File: src/rtl/xor_stream_pkg.sv
// Shared types for the XOR stream unit: operand-combine modes and the
// accumulate-burst FSM state.
package xor_stream_pkg;

  typedef enum logic [1:0] {
    XOR_M   = 2'd0,
    XNOR_M  = 2'd1,
    ACCUM_M = 2'd2,
    CMP_M   = 2'd3
  } xor_mode_e;

  typedef enum logic {
    IDLE  = 1'b0,
    BURST = 1'b1
  } burst_state_e;

  // Side-band flags carried with every result: neq, ovf, parity.
  localparam int unsigned RES_FLAG_W = 3;

endpackage

File: src/rtl/xor_skid_buf.sv
// Two-entry valid/ready skid buffer. The head register drives the output
// directly; the skid register absorbs one extra beat while the consumer stalls.
module xor_skid_buf #(
  parameter int unsigned WIDTH = 8
) (
  input  logic             clk,
  input  logic             rst_n,
  input  logic             clr_n,
  input  logic             in_valid_i,
  output logic             in_ready_o,
  input  logic [WIDTH-1:0] in_data_i,
  output logic             out_valid_o,
  input  logic             out_ready_i,
  output logic [WIDTH-1:0] out_data_o
);

  logic             head_vld_q, head_vld_d;
  logic             skid_vld_q, skid_vld_d;
  logic [WIDTH-1:0] head_q, head_d;
  logic [WIDTH-1:0] skid_q, skid_d;
  logic             ready_q, ready_d;

  always_comb begin
    // NOTE: every combinational output gets a default first so no path leaves it unassigned (no latch).
    head_vld_d = head_vld_q;
    head_d     = head_q;
    skid_vld_d = skid_vld_q;
    skid_d     = skid_q;
    if (!head_vld_q || out_ready_i) begin
      if (skid_vld_q) begin
        head_vld_d = 1'b1;
        head_d     = skid_q;
        skid_vld_d = in_valid_i;
        if (in_valid_i) skid_d = in_data_i;
      end else begin
        head_vld_d = in_valid_i;
        if (in_valid_i) head_d = in_data_i;
      end
    end else if (in_valid_i) begin
      // Head is stalled: the incoming beat parks in the skid slot.
      skid_vld_d = 1'b1;
      skid_d     = in_data_i;
    end
    ready_d = !(head_vld_d && skid_vld_d);
  end

  always_ff @(posedge clk or negedge rst_n) begin
    if (!rst_n) begin
      // NOTE: payload registers are reset too, because a cleared unit must present an all-zero result.
      head_vld_q <= 1'b0;
      skid_vld_q <= 1'b0;
      head_q     <= '0;
      skid_q     <= '0;
      ready_q    <= 1'b0;
    end else if (!clr_n) begin
      head_vld_q <= 1'b0;
      skid_vld_q <= 1'b0;
      head_q     <= '0;
      skid_q     <= '0;
      ready_q    <= 1'b0;
    end else begin
      // NOTE: sequential state uses non-blocking assignments so all registers update from pre-edge values.
      head_vld_q <= head_vld_d;
      skid_vld_q <= skid_vld_d;
      head_q     <= head_d;
      skid_q     <= skid_d;
      ready_q    <= ready_d;
    end
  end

  assign in_ready_o  = ready_q;
  assign out_valid_o = head_vld_q;
  assign out_data_o  = head_q;

endmodule

File: src/rtl/xor_stream_unit.sv
// Handshaked two-operand XOR unit with XOR/XNOR/ACCUM/CMP modes; results leave
// through a registered two-entry skid buffer.
module xor_stream_unit
  import xor_stream_pkg::*;
#(
  parameter int unsigned DATA_WIDTH = 10,
  parameter int unsigned MAX_BURST  = 16
) (
  input  logic                                 i__clk,
  input  logic                                 i__areset_n,
  input  logic                                 i__sreset_n,
  input  logic                                 i__valid,
  output logic                                 o__ready,
  input  logic [1:0]                           i__mode,
  input  logic                                 i__last,
  input  logic [DATA_WIDTH-1:0]                i__inA,
  input  logic [DATA_WIDTH-1:0]                i__inB,
  output logic                                 o__valid,
  input  logic                                 i__ready,
  output logic [DATA_WIDTH-1:0]                o__dout,
  output logic                                 o__parity,
  output logic                                 o__neq,
  output logic [$clog2(MAX_BURST+1)-1:0]       o__count,
  output logic                                 o__ovf
);

  localparam int unsigned CNT_W = $clog2(MAX_BURST + 1);
  localparam int unsigned RES_W = DATA_WIDTH + CNT_W + RES_FLAG_W;

  typedef struct packed {
    logic [DATA_WIDTH-1:0] dout;
    logic [CNT_W-1:0]      count;
    logic                  neq;
    logic                  ovf;
    logic                  parity;
  } result_t;

  xor_mode_e             mode;
  burst_state_e          state_q, state_d;
  logic [DATA_WIDTH-1:0] acc_q, acc_d;
  logic [CNT_W-1:0]      cnt_q, cnt_d;
  logic [DATA_WIDTH-1:0] ab;
  logic [CNT_W-1:0]      cnt_inc;
  logic                  burst_full;
  logic                  accum_close;
  logic                  accum_beat;
  logic                  accept;
  logic                  push;
  result_t               res;
  result_t               out_res;

  assign mode        = xor_mode_e'(i__mode);
  assign accept      = i__valid && o__ready;
  assign ab          = i__inA ^ i__inB;
  assign cnt_inc     = cnt_q + CNT_W'(1);
  assign burst_full  = (cnt_inc == CNT_W'(MAX_BURST));
  assign accum_close = i__last || burst_full;

  // Burst FSM: state register.
  always_ff @(posedge i__clk or negedge i__areset_n) begin
    if (!i__areset_n)      state_q <= IDLE;
    else if (!i__sreset_n) state_q <= IDLE;
    else                   state_q <= state_d;
  end

  // Burst FSM: next state. A burst stays open until its emitting beat.
  always_comb begin
    state_d = state_q;
    case (state_q)
      IDLE:  if (accept && mode == ACCUM_M && !accum_close) state_d = BURST;
      BURST: if (accept && accum_close)                     state_d = IDLE;
    endcase
  end

  // Burst FSM: output. Inside a burst the mode input is ignored.
  always_comb begin
    accum_beat = (state_q == BURST) || (mode == ACCUM_M);
  end

  always_comb begin
    res       = '0;
    res.count = CNT_W'(1);
    push      = accept;
    acc_d     = acc_q;
    cnt_d     = cnt_q;
    if (accum_beat) begin
      res.dout  = acc_q ^ ab;
      res.count = cnt_inc;
      res.ovf   = burst_full && !i__last;
      push      = accept && accum_close;
      if (accept) begin
        acc_d = accum_close ? '0 : (acc_q ^ ab);
        cnt_d = accum_close ? '0 : cnt_inc;
      end
    end else begin
      unique case (mode)
        XNOR_M:  res.dout = ~ab;
        CMP_M: begin
          res.dout = ab;
          res.neq  = |ab;
        end
        default: res.dout = ab;
      endcase
    end
    res.parity = ^res.dout;
  end

  always_ff @(posedge i__clk or negedge i__areset_n) begin
    if (!i__areset_n) begin
      acc_q <= '0;
      cnt_q <= '0;
    end else if (!i__sreset_n) begin
      acc_q <= '0;
      cnt_q <= '0;
    end else begin
      acc_q <= acc_d;
      cnt_q <= cnt_d;
    end
  end

  xor_skid_buf #(
    .WIDTH (RES_W)
  ) u_skid (
    .clk         (i__clk),
    .rst_n       (i__areset_n),
    .clr_n       (i__sreset_n),
    .in_valid_i  (push),
    .in_ready_o  (o__ready),
    .in_data_i   (res),
    .out_valid_o (o__valid),
    .out_ready_i (i__ready),
    .out_data_o  (out_res)
  );

  assign o__dout   = out_res.dout;
  assign o__count  = out_res.count;
  assign o__neq    = out_res.neq;
  assign o__ovf    = out_res.ovf;
  assign o__parity = out_res.parity;

endmodule

File: config.mk
export PLATFORM = sky130hd
export DESIGN_NAME = xor_stream_unit
export DESIGN_NICKNAME = d
export VERILOG_FILES = /design/src/rtl/xor_stream_pkg.sv /design/src/rtl/xor_skid_buf.sv /design/src/rtl/xor_stream_unit.sv
export SDC_FILE = /design/constraint.sdc
export NUM_CORES = 1
export LEC_CHECK = 0
export ABC_AREA = 1
export CAP_MARGIN = 40
export CORE_AREA = 2 2 105 86
export DETAILED_ROUTE_END_ITERATION = 6
export DIE_AREA = 0 0 107 88
export GPL_TIMING_DRIVEN = 0
export HOLD_SLACK_MARGIN = 0.12
export PLACE_DENSITY = 0.7
export SLEW_MARGIN = 20
export SYNTH_ARGS = -nofsm -noshare
export SYNTH_HDL_FRONTEND = slang
export SYNTH_SLANG_ARGS = --single-unit
File: constraint.sdc
create_clock -name i__clk -period 4.25 [get_ports i__clk]
set_input_delay 1.275 -clock i__clk [delete_from_list [all_inputs] [get_ports i__clk]]
set_output_delay 1.275 -clock i__clk [all_outputs]
set_load 0.03 [all_outputs]
== Word-level counts from Yosys, hierarchy flattened ==
Cells that the tools add are included.
Operators by class
  bitwise logic cells: 4
  multiplexer cells: 35
  reduce and logical (&&, ||, !) cells: 17
  equality and inequality tests: 9
  add/sub/neg operators: 1
Operators by type and width (number)
  2-to-1 mux 18 bit: 8
  2-to-1 mux 10 bit: 6
  2-to-1 mux 5 bit: 5
  XOR 10 bit: 2
  2-to-1 mux 1 bit: 15
  NOT 10 bit: 1
  OR reduction 10 bit: 1
  parity 10 bit: 1
  logical AND 1 bit: 6
  inequality test 2 x 1 -> 1 bit (second input constant): 3
  adder 5 x 1 -> 5 bit (second input constant): 1
  == test 5 bit (second input constant): 1
  == test 2 bit (second input constant): 2
  logical NOT 1 bit: 4
  AND reduction 2 bit: 2
  logical OR 1 bit: 3
  inequality test 3 x 1 -> 1 bit (second input constant): 1
  inequality test 3 x 2 -> 1 bit (second input constant): 1
  == test 2 x 1 -> 1 bit (second input constant): 1
  case mux 1 bit (2 select lines): 1
  NOT 1 bit: 1
Storage, ports and cells
  logic and storage cells: 74
  register bits: 55

== Logic depth before layout (Yosys ltp) ==
  depth after elaboration: 10
  gate-level depth with buffers: 17

== Cells and area by module ==
From an unflattened synthesis, not the netlist that was laid out.
Second synthesis, totals
  cell total of the unflattened synthesis: 588
  area total of the unflattened synthesis: 3719.8 µm²
By module, submodules not included
  xor_skid_buf: instances 1, area each 2003.2 µm², seq. area each 975.9 µm², cells each 272
  xor_stream_unit: instances 1, area each 1716.6 µm², seq. area each 400.4 µm², cells each 316

== Worst setup path before layout ==
Ideal clock, no wire load.
  path type: input -> register
  start point: input port i__mode[0]
  end point: register u_skid.head_q[0], in the netlist u_skid.out_data_o[0]
  cell stages on the path: 14
  data arrival time: 2375 ps
  setup slack: 1758 ps
  buffers on the path: 1
  data required time: 4133 ps
  cell sequence: inv_2 a21oi_4 buf_4 nand2_1 nand2_2 nand2_1 nand2_1 nand2_1 nand3_1 nand3_1 nand2_1 nand2_1 nand2_1 nand2_1
On the way
  cells in the longest elaborated chain, start to end: 8
  elaborated cells between the ends (all ways): 13
  those cells by class: eq/ne: 3; mux: 7; reduce/logical: 3
RTL lines
  start, declared: RTL line xor_stream_unit.sv:14  | input logic [1:0] i__mode,
  == test 2 x 1 -> 1 bit / == test 2 bit (equally long branches): RTL line xor_stream_unit.sv:96, xor_stream_unit.sv:77
  2-to-1 mux 10 bit / logical OR 1 bit (equally long branches): RTL line xor_stream_unit.sv:96, xor_stream_unit.sv:77
  2-to-1 mux 10 bit: RTL line xor_stream_unit.sv:86  | if (accum_beat) begin
  parity 10 bit: RTL line xor_stream_unit.sv:105  | res.parity = ^res.dout;
  2-to-1 mux 18 bit: RTL line xor_skid_buf.sv:37  | if (in_valid_i) head_d = in_data_i;
  2-to-1 mux 18 bit: RTL line xor_skid_buf.sv:30  | if (skid_vld_q) begin
  2-to-1 mux 18 bit: RTL line xor_skid_buf.sv:29  | if (!head_vld_q || out_ready_i) begin
  2-to-1 mux 18 bit: RTL line xor_skid_buf.sv:55  | end else if (!clr_n) begin
  end signal, assigned: RTL line xor_skid_buf.sv:52  | head_q <= '0;
  end signal, assigned: RTL line xor_skid_buf.sv:58  | head_q <= '0;
  end signal, assigned: RTL line xor_skid_buf.sv:65  | head_q <= head_d;
  end, declared: RTL line xor_skid_buf.sv:19  | logic [WIDTH-1:0] head_q, head_d;
Several ways; a longest one is shown, not always the timed one. The select of a mux whose other input is x is not followed.
A chain may end at the register's enable or synchronous reset.

== Worst setup path in the final report ==
  start point: input port i__mode[1]
  end point: register acc_q[1]
On the way
  cells in the longest elaborated chain, start to end: 4
RTL lines
  == test 2 bit: RTL line xor_stream_unit.sv:77  | accum_beat = (state_q == BURST) || (mode == ACCUM_M);
  logical OR 1 bit: RTL line xor_stream_unit.sv:77
  inequality test 2 x 1 -> 1 bit (no line)
  AND reduction 2 bit (no line)
  end signal, assigned: RTL line xor_stream_unit.sv:110  | acc_q <= '0;
  end signal, assigned: RTL line xor_stream_unit.sv:113  | acc_q <= '0;
  end signal, assigned: RTL line xor_stream_unit.sv:116  | acc_q <= acc_d;
  end, declared: RTL line xor_stream_unit.sv:40  | logic [DATA_WIDTH-1:0] acc_q, acc_d;
No other way between the ends.

==> results_dict.tcl <==
set metrics [dict create \
    worst-path-stages 7 \
    maxCapViolCount 0 \
    path_cells "clkdlybuf4s50_1, inv_2, o21ai_2, buf_4, a21oi_1, clkinv_1, o22ai_1" \
    layout_worst_path_cycle_share 0.754 \
    vias 3313 \
    core_um2 8370 \
    fin_crit_ps 3200 \
    r2r-start "cnt_q[0]" \
    start_kind "primary input" \
    cts-root-buf "clkbuf_8" \
    report.final.slew_viol_count 0 \
    ant_nets 0 \
    r2r_setup_slack_ps 1930 \
    cp-endpoint "acc_q[1]" \
    p_leak_nw 2.09 \
    slowest_delay_ps 540 \
    stdcell_count 651 \
    drtPass1Iterations 4 \
    finalWeightedCongestion 0.863 \
    grt_max_degree 56 \
    wl_met2_mm 4.07 \
    crit_start "i__mode[1]" \
    synthXorXnorAreaFrac 0.00981 \
    hold_viol_final 0 \
    first_iter_violations 143 \
    synth_compound_area_frac 0.158 \
    cp.arrival_ps 3430 \
    holdWs_ps 488 \
    setup_viol 0 \
    ff2ff_path_depth 12 \
    tightest_slew_ps 603 \
    cts_max_level 2 \
    ys.flop_type "dfrtp_1" \
    m1WireLength_mm 4.09 \
    syn_avg_cell_area_um2 7.11 \
    grt_first_pass_wirelength_mm 14.4 \
    yosys.area_share.simple 0.337 \
    fmaxAchievable_mhz 312 \
    async_flop_share 1.00 \
    num-nets-final 569 \
    cts_hold_buffers 0 \
    initial_utilization 0.411 \
    port_buffers 47 \
    wl_met3_um 390 \
    wl_mm 8.61 \
    wl_per_cell_um 13.2 \
    drc 0 \
    cts_made_buffers 5 \
    synthMuxAreaShare 0 \
    cts.sinks 55 \
    clkTransAtPathRegs_ps 100 \
    path_class "primary input to register" \
    cts_resized 0 \
    antenna_found_initial 0 \
    syn_inst 484 \
    crit_slowest_cell "clkdlybuf4s50_1" \
    place_ws_ps 765 \
    die_x_um 107 \
    layout_common_cells "201 x nand2_1, 55 x dfrtp_1, 53 x nand3_1, 52 x inv_1, 46 x clkdlybuf4s50_1" \
    cts_tree "built" \
    ys_warn_count 0 \
    n_antenna_cell 0 \
    rr_endpoint "u_skid.out_data_o[2]" \
    top_layer "met4" \
    fp-row-count 30 \
    ys_types 30 \
    grt-ovfl-total 0 \
    die_h_um 88 \
    synth-edff-count 0 \
    ir_drop_v 0.000142 \
    power_density_nw_per_um2 284 \
    critPathCaptureType "register" \
    crit_buf_inv 4 \
    syn_to_final_growth_pct 21.5 \
    slew_headroom 0.598 \
    status "finished, final reports clean" \
    cts_setup_buffers 0 \
    synthAdderAreaFrac 0.00727 \
    syn_nets 514 \
    io_pins 48 \
    hp-class "register to register" \
    worstPathRequired_ps 4470 \
    dp.cells 644 \
    final_common_cell "nand2_1" \
    finalWorstSetupSlack_ps 1050 \
    cp_top_family "buffers and inverters" \
    clock_path_buffers 2 \
    routed_via_density 5.09 \
    synthesis.area_um2 3440 \
    cp_max_fo 10 \
    dieArea_um2 9420 \
    clk_latency_ps 310 \
    track_usage 0.192 \
    drive_above_1_share 0.102 \
    grt_setup_unrepaired "false" \
    synth_top_family_by_area "simple AND/OR/NAND/NOR gates" \
    final.setup.tns_ps 0 \
    dp.final_hpwl_mm 6.42 \
    grt_pass1_vias 3143 \
    yosys_register_bits 55 \
    finClkSkew_ps 7.31 \
    utilization 0.500 \
    ys_seq_area_frac 0.400 \
]
==> registers in the layout, summed over array words and instances (netlist names) <==
name,count
u_skid.skid_q,18
u_skid.out_data_o,18
cnt_q,5
state_q,1
acc_q,10
u_skid.skid_vld_q,1
u_skid.in_ready_o,1
u_skid.out_valid_o,1
==> worst min-delay path by stage <==
stage                        endpoint  slack [ps]  cells past startpoint               from
global placement    u_skid.skid_q[10]         460                      2  u_skid.skid_q[10]
finish              u_skid.skid_q[10]         490                      2  u_skid.skid_q[10]
global route         u_skid.skid_q[9]         500                      2   u_skid.skid_q[9]
detailed placement  u_skid.skid_q[15]         460                      2  u_skid.skid_q[15]
CTS                 u_skid.skid_q[15]         490                      2  u_skid.skid_q[15]
floorplan            u_skid.skid_q[2]         450                      2   u_skid.skid_q[2]
==> tightest hold or removal path: stages (launching register included) <==
cell and delay (ps):
dfrtp_1 350, nand2_1 60, o21ai_2 50
==> report_power, final <==
| group | leakage [nW] | internal (W) | switching, W |
|---|---|---|---|
| combinational | 1.28 | 0.000107 | 0.000188 |
| sequential | 0.760 | 0.000536 | 0.00000760 |
| clock | 0.0502 | 0.000173 | 0.000177 |
==> through the flow <==
| stage | total power, W | cell area, um2 |
|---|---|---|
| 2_1_floorplan | 0.000740 | 3440 |
| 3_3_place_gp | 0.000840 | 4050 |
| 3_5_place_dp | 0.000848 | 4080 |
| 4_1_cts | 0.00120 | 4190 |
| 5_1_grt | 0.00125 | 4190 |
| 6_report | 0.00119 | 4190 |
==> synth_stat cells (3+ instances only) <==
| master | number | share of area |
|---|---|---|
| o21ai_2 | 20 | 0.051 |
| buf_6 | 4 | 0.013 |
| nand2_2 | 4 | 0.0073 |
| nand3_1 | 53 | 0.077 |
| nor2_1 | 8 | 0.0087 |
| inv_1 | 52 | 0.057 |
| dfrtp_1 | 55 | 0.40 |
| a22oi_1 | 3 | 0.0065 |
| nand2_1 | 201 | 0.22 |
| clkbuf_1 | 4 | 0.0044 |
| o22ai_1 | 14 | 0.025 |
| nand3_2 | 3 | 0.0087 |
| buf_4 | 4 | 0.0087 |
| a21oi_1 | 4 | 0.0058 |
| o21ai_0 | 33 | 0.048 |
==> per-layer routing <==
metal	vias to the layer above	GRT usage
li1	1684	-
met1	1535	0.263
met2	84	0.328
met3	10	0.0290
met4	0	0.0390
met5	-	0
==> kinds of logic after synthesis <==
group,Yosys count
flops,55
fa+ha+maj,2
buf+inv,68
compound gates,80
xor+xnor,3
simple gates,276
==> area by class of cell <==
class,count,area [um2]
plain buffers,12,90.1
clock buffers,5,68.8
clock inverters,2,37.5
fillers,813,4190
inverters,56,213
multi-input cells,361,1760
flip-flops and latches,55,1380
well taps,112,140
repair buffers,48,495
Power figures use the tool's default switching activity.
